==> config.mk <==
export PLATFORM = sky130hd
export DESIGN_NAME = maze_row_ctrl
export DESIGN_NICKNAME = d
export VERILOG_FILES = /design/src/rtl/maze_pkg.sv /design/src/rtl/maze_row_ctrl.sv
export SDC_FILE = /design/constraint.sdc
export NUM_CORES = 1
export LEC_CHECK = 0
export ABC_AREA = 1
export CORE_MARGIN = 2
export CORE_UTILIZATION = 56
export CTS_CLUSTER_SIZE = 25
export DETAILED_ROUTE_END_ITERATION = 6
export DONT_BUFFER_PORTS = 1
export PLACE_DENSITY = 0.72
export SKIP_LAST_GASP = 1
export SYNTH_ARGS = -nofsm -noshare
export SYNTH_HDL_FRONTEND = slang
export SYNTH_SLANG_ARGS = --single-unit
==> constraint.sdc <==
create_clock -name clk -period 1.69 [get_ports clk]
set_input_delay 0.2535 -clock clk [delete_from_list [all_inputs] [get_ports clk]]
set_output_delay 0.2535 -clock clk [all_outputs]
set_load 0.05 [all_outputs]
==> src/rtl/maze_pkg.sv <==
// Shared constants and state encoding for the maze memory row controller.
// The read-latency range sets the width of the controller's wait counter.
package maze_pkg;

    localparam int COORD_W = 4;
    localparam int ROW_W   = 1 << COORD_W;

    // Largest read latency the wait counter is sized for (legal RD_LAT is 0..RD_LAT_MAX).
    localparam int RD_LAT_MAX = 3;
    localparam int WAIT_W     = $clog2(RD_LAT_MAX + 1);

    typedef enum logic [1:0] {
        IDLE   = 2'd0,
        RD_BIT = 2'd1,
        WR_BIT = 2'd2,
        DONE   = 2'd3
    } state_t;

endpackage

==> src/rtl/maze_row_ctrl.sv <==
// Row-at-a-time controller for the bit-addressed 16x16 maze memory: a single
// start request becomes 16 sequential 1-bit reads or writes on the memory port.
module maze_row_ctrl
    import maze_pkg::*;
#(
    parameter int RD_LAT = 1
) (
    input  logic               clk,
    input  logic               rst,
    input  logic               start,
    input  logic               op_wr,
    input  logic [COORD_W-1:0] row,
    input  logic [ROW_W-1:0]   wdata,
    output logic [ROW_W-1:0]   rdata,
    output logic               busy,
    output logic               done,
    output logic [COORD_W-1:0] mem_X,
    output logic [COORD_W-1:0] mem_Y,
    output logic               mem_RD,
    output logic               mem_WR,
    output logic               mem_D_in,
    input  logic               mem_D_out
);

    localparam logic [COORD_W-1:0] X_LAST    = COORD_W'(ROW_W - 1);
    localparam logic [WAIT_W-1:0]  WAIT_LAST = WAIT_W'(RD_LAT);

    state_t               state_q, state_n;
    logic [COORD_W-1:0]   x_q, x_n;
    logic [WAIT_W-1:0]    wait_q, wait_n;
    logic [COORD_W-1:0]   row_l, row_n;
    logic [ROW_W-1:0]     wdata_l, wdata_n;
    logic [ROW_W-1:0]     shadow_q, shadow_n;

    logic [ROW_W-1:0]     rdata_n;
    logic                 busy_n;
    logic                 done_n;
    logic [COORD_W-1:0]   mem_x_n;
    logic [COORD_W-1:0]   mem_y_n;
    logic                 mem_rd_n;
    logic                 mem_wr_n;
    logic                 mem_d_in_n;
    logic                 active_n;

    // NOTE: every signal written here gets a default first, so no path can infer a latch.
    always_comb begin
        state_n  = state_q;
        x_n      = x_q;
        wait_n   = wait_q;
        row_n    = row_l;
        wdata_n  = wdata_l;
        shadow_n = shadow_q;
        rdata_n  = rdata;

        unique case (state_q)
            IDLE: begin
                if (start) begin
                    row_n   = row;
                    wdata_n = wdata;
                    x_n     = '0;
                    wait_n  = '0;
                    state_n = op_wr ? WR_BIT : RD_BIT;
                end
            end

            RD_BIT: begin
                // Address is held for RD_LAT+1 cycles; D_out is valid in the last one.
                if (wait_q == WAIT_LAST) begin
                    shadow_n[x_q] = mem_D_out;
                    wait_n        = '0;
                    if (x_q == X_LAST) begin
                        state_n = DONE;
                        rdata_n = shadow_n;
                    end else begin
                        x_n = x_q + 1'b1;
                    end
                end else begin
                    wait_n = wait_q + 1'b1;
                end
            end

            WR_BIT: begin
                if (x_q == X_LAST) begin
                    state_n = DONE;
                end else begin
                    x_n = x_q + 1'b1;
                end
            end

            DONE: begin
                state_n = IDLE;
            end

            default: begin
                state_n = IDLE;
            end
        endcase

        // Port values are decoded from the next state and registered, so the
        // memory strobes never see a combinational path from client inputs.
        active_n   = (state_n == RD_BIT) || (state_n == WR_BIT);
        mem_rd_n   = (state_n == RD_BIT);
        mem_wr_n   = (state_n == WR_BIT);
        mem_x_n    = active_n ? x_n   : '0;
        mem_y_n    = active_n ? row_n : '0;
        mem_d_in_n = (state_n == WR_BIT) ? wdata_n[x_n] : 1'b0;
        busy_n     = (state_n != IDLE);
        done_n     = (state_n == DONE);
    end

    // NOTE: sequential state uses non-blocking assignments only, so every register
    // samples the values from before the edge regardless of statement order.
    always_ff @(posedge clk) begin
        if (rst) begin
            state_q  <= IDLE;
            x_q      <= '0;
            wait_q   <= '0;
            row_l    <= '0;
            wdata_l  <= '0;
            shadow_q <= '0;
            rdata    <= '0;
            busy     <= 1'b0;
            done     <= 1'b0;
            mem_X    <= '0;
            mem_Y    <= '0;
            mem_RD   <= 1'b0;
            mem_WR   <= 1'b0;
            mem_D_in <= 1'b0;
        end else begin
            state_q  <= state_n;
            x_q      <= x_n;
            wait_q   <= wait_n;
            row_l    <= row_n;
            wdata_l  <= wdata_n;
            shadow_q <= shadow_n;
            rdata    <= rdata_n;
            busy     <= busy_n;
            done     <= done_n;
            mem_X    <= mem_x_n;
            mem_Y    <= mem_y_n;
            mem_RD   <= mem_rd_n;
            mem_WR   <= mem_wr_n;
            mem_D_in <= mem_d_in_n;
        end
    end

endmodule

==> results of run 1 <==
-- final cells by class --
type / count / area [sq um]
Timing Repair Buffer: 29 / 243
Multi-Input combinational cell: 262 / 1600
Sequential cell: 72 / 1450
Inverter: 30 / 124
Fill cell: 454 / 1830
Clock buffer: 10 / 138
Clock inverter: 2 / 10.0
Tap cell: 72 / 90.1
-- repair_timing --
item | 4_1_cts | 5_1_grt
hold buffers | 1 | 0
setup buffers | 2 | 2
gates cloned | 0 | 1
hold endpoints to repair | 34 | 0
gates resized for setup | 6 | 16
pin swaps | 5 | 7
setup endpoints to repair | 5 | 16
-- routing by layer --
metal  vias to the layer above  part of all wire [%]
li1                       1301                     -
met1                      1215                    46
met2                        53                    46
met3                        12                   5.2
met4                         0                   1.8
met5                         -                     0
-- final timing paths --
| path | depth (start not counted) | from | slack, ns | end |
|---|---|---|---|---|
| max | 9 | x_q[1] | 0.05 | mem_Y[3] |
| min | 2 | wdata[7] | 0.09 | wdata_l[7] |
| min reg2reg | 2 | wait_q[0] | 0.48 | wait_q[0] |
| max reg2reg | 9 | x_q[1] | 0.05 | mem_Y[3] |
-- cell usage after synthesis (all sizes together) --
master	number
o31ai	1
clkbuf	11
ha	8
nor2	50
nor4	4
a21oi	33
clkinv	1
nor3	7
nand3	29
dfxtp	72
mux2i	17
o21ai	49
buf	7
nand2	51
inv	29
or2	11
o211ai	1
-- power groups by stage --
stage	clock network (mW)	logic [mW]	registers [mW]
6_report	1.11	0.515	1.86
5_1_grt	1.20	0.567	1.87
3_3_place_gp	0	0.418	1.90
4_1_cts	1.13	0.469	1.86
2_1_floorplan	0	0.349	1.89
3_5_place_dp	0	0.432	1.90
-- cells by family (layout without fill, tap and decap cells) --
group                    Yosys count  count (layout)
AO/OA/AOI/OAI                     84              84
AND/OR/NAND/NOR                  152             153
flip-flops                        72              72
buffers and inverters             48              71
multiplexers                      17              17
adder cells (fa/ha/maj)            8               8
-- placed cells by master, fill, tap and decap left out, types with 5 or more instances in the layout --
master / instances
sky130_fd_sc_hd__nor2_4: 6
sky130_fd_sc_hd__buf_4: 27
sky130_fd_sc_hd__o21ai_1: 8
sky130_fd_sc_hd__a21oi_1: 32
sky130_fd_sc_hd__inv_1: 21
sky130_fd_sc_hd__mux2i_1: 17
sky130_fd_sc_hd__nor3_1: 6
sky130_fd_sc_hd__nand2_1: 38
sky130_fd_sc_hd__inv_2: 5
sky130_fd_sc_hd__or2_0: 5
sky130_fd_sc_hd__dfxtp_1: 68
sky130_fd_sc_hd__nand2_2: 5
sky130_fd_sc_hd__ha_1: 6
sky130_fd_sc_hd__o21ai_0: 38
sky130_fd_sc_hd__clkbuf_8: 10
sky130_fd_sc_hd__nor2_1: 43
sky130_fd_sc_hd__nand2_4: 7
sky130_fd_sc_hd__nand3_1: 25
-- worst register-to-register path: stages (launching register included) --
cell                       delay, ns
sky130_fd_sc_hd__dfxtp_2        0.36
sky130_fd_sc_hd__ha_4           0.14
sky130_fd_sc_hd__inv_2          0.04
sky130_fd_sc_hd__nor2_4         0.14
sky130_fd_sc_hd__nand2_2        0.08
sky130_fd_sc_hd__o211ai_1       0.10
sky130_fd_sc_hd__inv_1          0.12
sky130_fd_sc_hd__ha_4           0.30
sky130_fd_sc_hd__inv_4          0.05
sky130_fd_sc_hd__nor4_2         0.24
-- flip-flops by register name, indices dropped and copies added, names as in the netlist --
signal / flops
busy: 1
done: 1
mem_D_in: 1
mem_RD: 1
mem_WR: 1
mem_X: 4
mem_Y: 4
rdata: 16
row_l: 4
shadow_q: 15
state_q: 2
wait_q: 2
wdata_l: 16
x_q: 4
-- stage by stage --
step / TNS (ns) / hold slack (ns) / power, mW / instance area [sq um]
after CTS: -0.0329 / 0.0817 / 3.46 / 3570
after floorplan: 0 / 0.405 / 2.24 / 3170
final: 0 / 0.0897 / 3.48 / 3650
after global routing: -0.0964 / 0.102 / 3.64 / 3650
after detailed placement: -0.132 / 0.327 / 2.33 / 3360
after global placement: 0 / 0.325 / 2.32 / 3360
==> parameters.txt, run 1 <==
Parameter                              Value

Timing
  Pins over their slew limit    0
  Peak clock frequency supported by timing    609 MHz
  Final worst-path cycle share    97.2%
  Worst-case setup margin in the final layout    0.0467 ns
  Max_slew headroom    65.4%
  Slew of the pin with the lowest slew margin    0.518 ns
  Number of failing hold endpoints at the final stage    0
  Largest clock skew in the final design    0.00656 ns
  Final worst path period need    1.64 ns
  Unrepaired setup endpoints after global routing    true
  Number of endpoints failing setup at the final stage    0

Critical path
  CP endpoint kind    flop
  Cell family with most CP delay    simple AND/OR/NAND/NOR gates
  Cell at the slowest stage of the critical path    sky130_fd_sc_hd__dfxtp_2
  Startpoint-to-endpoint class of the critical path    reg2reg
  CP peak stage delay    0.36 ns
  Most prevalent standard cell on the critical path    sky130_fd_sc_hd__ha_4
  Maximum fanout encountered on the critical timing path    4
  Data arrival at the endpoint of the critical path    1.90 ns
  Critical path startpoint category    flop
  Required time reported for the critical path endpoint    1.95 ns
  Crit path buf inv count    3
  Ordered cell list for the critical path    ha_4, inv_2, nor2_4, nand2_2, o211ai_1, inv_1, ha_4, inv_4, nor4_2

Floorplanning
  Cell Rows    27
  Area of the die    0.00623 sq mm
  Die Span Y    78.9 um
  Initial core utilization    57.5%
  Total I/O pin count    54
  Die outline width    78.9 um
  Total core area    0.00547 sq mm

GRT
  Fraction of met2 tracks used by global routing    35.4%
  Initial antenna violation count    0
  Global-route usage over all layers    22.5%
  Maximum number of pins on one net before global-route repair    35
  Via count of the first global-routing pass    2,390
  Global-route congestion overflow total    0
  Layer carrying the most global-route usage    met2
  Met3 Resource Use GR    5.34%
  GR Util met1    29.7%
  Global-route wire length before repair    11,100 um

Pwr
  Standby leakage power    1.62 nW
  Switching power as a share of total power    28.1%
  Power spent charging and discharging nets    981 uW
  Areal power density over the cells    956 mW/mm^2
  Cell Int Power    2.50 mW
  Peak supply drop    0.647 mV
  Part of the total power dissipated in combinational logic    14.8%
  Part of the power in registers    53.5%
  Share of power burned in the clock network    31.7%

Synthesis
  Adder and majority gate portion of the synthesized area    3.18%
  Sequential element share of the synthesized area    45.8%
  Share of the synthesized area in the top cell type    45.8%
  Post-Synthesis Net Count    414
  Synth cell types    31
  Synthesized-area fraction occupied by ao, oa, aoi and oai cells    14.0%
  Post-synthesis cell type with the largest combined area    sky130_fd_sc_hd__dfxtp_1
  Main combinational cell family by area after synthesis    simple AND/OR/NAND/NOR gates
  Number of synthesis warnings    0
  Cell count after synthesis    381
  Synth Cell Area    0.00314 sq mm
  Cell types with the largest area share after synthesis    sky130_fd_sc_hd__dfxtp_1, sky130_fd_sc_hd__o21ai_0, sky130_fd_sc_hd__mux2i_1
  Xor/xnor cell area share of the yosys netlist    0%
  Average cell area after synthesis    8.25 sq um
  Mux share of post-synthesis cell area    5.41%
  Number of storage elements in the synthesis netlist    72
  Simple logic cell fraction of the synthesized area    25.0%

Clock tree
  Root buffer cell    sky130_fd_sc_hd__clkbuf_8
  Clock tree from TritonCTS    done
  Clock H-tree levels    3
  Post-CTS clock slew at the launch and capture registers of the worst setup and hold paths    0.07 ns
  CTS Sinks    72
  CTS max path bufs    2
  Latest clock arrival within the worst-skew pair    0.34 ns
  CTS buffer count    9

Placed design
  Placement-stage worst setup slack    -0.0466 ns
  Placed insts    459
  Post-detailed-placement half-perimeter wirelength    4450 um
  Number of buffer cells added on primary ports    0
  Global placer's final weighted congestion    0.806

Finish
  Nets    437
  Number of antenna cells inserted    0
  Fraction of the core area covered by cells at the end of the flow    66.6%
  Layout overhead on the synthesized area    16.0%
  Final std cells w/o fill    477
  Fraction of layout instances using a drive strength above 1    22.7%

Job
  Number of max-cap violations    0

Routing
  Post-detailed-routing wire length    6850 um
  WL per Instance    14.4 um
  DRC viols    0
  Number of nets still failing antenna checks after routing    0
  Violation count after the first detailed-routing iteration    92
  Pre-antenna DRT Iters    4
  Detailed-route via count    2,581
  Detail-routed via count per cell    5.41

Hold path
  Class of the tightest hold or removal check    in2reg

Run status
  Run status    complete, no violations
No activity file was read; power rests on OpenSTA's default activity.
==> run 2, diff against run 1 <==
--- a/config.mk
+++ b/config.mk
@@ -7,11 +7,11 @@
 export LEC_CHECK = 0
 export ABC_AREA = 1
 export CORE_MARGIN = 2
-export CORE_UTILIZATION = 56
+export CORE_UTILIZATION = 28
 export CTS_CLUSTER_SIZE = 25
 export DETAILED_ROUTE_END_ITERATION = 6
 export DONT_BUFFER_PORTS = 1
-export PLACE_DENSITY = 0.72
+export PLACE_DENSITY = 0.41
 export SKIP_LAST_GASP = 1
 export SYNTH_ARGS = -nofsm -noshare
 export SYNTH_HDL_FRONTEND = slang
==> parameters.txt, run 2 (synthesis gave the netlist of run 1 again) <==
Parameter                              Value

Run status
  Run status    complete, no violations

Clock tree
  Clock tree from TritonCTS    done
  CTS max path bufs    2
  Latest clock arrival within the worst-skew pair    0.34 ns
  Post-CTS clock slew at the launch and capture registers of the worst setup and hold paths    0.08 ns
  Root buffer cell    sky130_fd_sc_hd__clkbuf_8
  CTS buffer count    9
  Clock H-tree levels    3
  CTS Sinks    72

Timing
  Slew of the pin with the lowest slew margin    0.518 ns
  Peak clock frequency supported by timing    610 MHz
  Unrepaired setup endpoints after global routing    true
  Pins over their slew limit    0
  Number of endpoints failing setup at the final stage    0
  Final worst-path cycle share    96.9%
  Max_slew headroom    65.4%
  Number of failing hold endpoints at the final stage    0
  Worst-case setup margin in the final layout    0.0519 ns
  Final worst path period need    1.64 ns
  Largest clock skew in the final design    0.0154 ns
  Hold Worst Slack    0.0921 ns

Routing
  WL per Instance    13.6 um
  Post-detailed-routing wire length    7540 um
  Number of nets still failing antenna checks after routing    0
  Pre-antenna DRT Iters    4
  Violation count after the first detailed-routing iteration    91
  Detail-routed via count per cell    4.56
  Detailed-route via count    2,536
  DRC viols    0

Finish
  Nets    445
  Final std cells w/o fill    556
  Fraction of layout instances using a drive strength above 1    29.3%
  Commonest cells after routing, fill and taps aside    sky130_fd_sc_hd__dfxtp_1, sky130_fd_sc_hd__nor2_1, sky130_fd_sc_hd__o21ai_0, sky130_fd_sc_hd__nand2_1, sky130_fd_sc_hd__buf_4
  Total area of multi-input combinational cells    0.00168 sq mm
  Layout overhead on the synthesized area    24.3%
  Combined flip-flop and latch cell area    0.00145 sq mm
  Number of antenna cells inserted    0
  Commonest non-fill, non-tap cell in the layout    sky130_fd_sc_hd__dfxtp_1
  Number of fill cells    1,105
  Largest regs    rdata x16, wdata_l x16, shadow_q x15

Pwr
  Design Power    3.66 mW
  Standby leakage power    1.69 nW
  Areal power density over the cells    936 mW/mm^2
  Peak supply drop    0.301 mV

Placed design
  Number of buffer cells added on primary ports    0
  Post-detailed-placement half-perimeter wirelength    5090 um
  Placement-stage worst setup slack    -0.0527 ns
  Placed insts    536
  Global placer's final weighted congestion    0.755

Critical path
  Data arrival at the endpoint of the critical path    1.90 ns
  Maximum fanout encountered on the critical timing path    4
  CP endpoint kind    flop
  Critical path startpoint category    flop
  Startpoint-to-endpoint class of the critical path    reg2reg
  Worst reg2reg startpoint    x_q[1]
  Required time reported for the critical path endpoint    1.95 ns
  Source of the critical timing path    x_q[1]

GRT
  Global-route usage over all layers    13.1%
  Global-route wire length before repair    12,200 um
  Global-route congestion overflow total    0
  Via count of the first global-routing pass    2,500
  Maximum number of pins on one net before global-route repair    35
  Initial antenna violation count    0

Floorplanning
  Initial core utilization    28.9%
  Die Span Y    110 um
  Die outline width    110 um
  Total core area    0.0109 sq mm
  Area of the die    0.0121 sq mm
  Cell Rows    38
  Total I/O pin count    54

Job
  Number of max-cap violations    0

Hold path
  Class of the tightest hold or removal check    in2reg
  Launch instance of the worst min-delay path    mem_D_out
[run 2: per-stage QoR]
step,utilization (%),area [sq um],setup TNS [ns]
4_1_cts,34.2,3730,0
3_5_place_dp,32.4,3520,-0.157
6_report,35.9,3910,0
2_1_floorplan,-,3170,0
3_3_place_gp,32.4,3520,0
5_1_grt,35.9,3910,-0.0723
[run 2: critical path, cell delays in order (launching register included)]
cell	delay [ns]
sky130_fd_sc_hd__dfxtp_2	0.35
sky130_fd_sc_hd__ha_4	0.15
sky130_fd_sc_hd__inv_4	0.04
sky130_fd_sc_hd__nor2_4	0.15
sky130_fd_sc_hd__nand2_2	0.08
sky130_fd_sc_hd__o211ai_1	0.11
sky130_fd_sc_hd__inv_1	0.12
sky130_fd_sc_hd__ha_4	0.29
sky130_fd_sc_hd__inv_2	0.06
sky130_fd_sc_hd__nor4_2	0.23
[run 2: metal layers]
metal	vias to the layer above	GRT usage, %	share of wire, %
li1	1319	-	-
met1	1170	17.8	49
met2	40	19.3	44
met3	7	4.35	6.2
met4	0	4.61	1.2
met5	-	0	0
[run 2: power by group]
part,switching [mW],internal [mW],leakage [nW]
Clock,0.629,0.601,0.0882
Sequential,0.0888,1.77,0.588
Combinational,0.347,0.219,1.01
Total,1.07,2.59,1.69
[run 2: final cells by class]
| cell class | instances | share of cell area (%) |
|---|---|---|
| multi-input cells | 263 | 43.1 |
| flip-flops and latches | 72 | 37.0 |
| repair buffers | 36 | 7.87 |
| well taps | 140 | 4.48 |
| clock buffers | 12 | 3.97 |
| inverters | 30 | 3.14 |
| clock inverters | 3 | 0.448 |
[run 2: path summary, 6_finish.rpt]
check,cells past startpoint,endpoint,slack [ns]
worst max-delay path,9,mem_Y[0],0.05
worst min register to register,2,wait_q[0],0.46
worst min-delay path,2,rdata[15],0.09
worst max register to register,9,mem_Y[0],0.05
[run 2: timing repair]
action | CTS | global route
hold buffers | 1 | 0
setup endpoints to repair | 6 | 12
setup buffers | 1 | 1
hold endpoints to repair | 34 | 0
gates cloned | 0 | 2
gates resized for setup | 2 | 42
pin swaps | 4 | 11
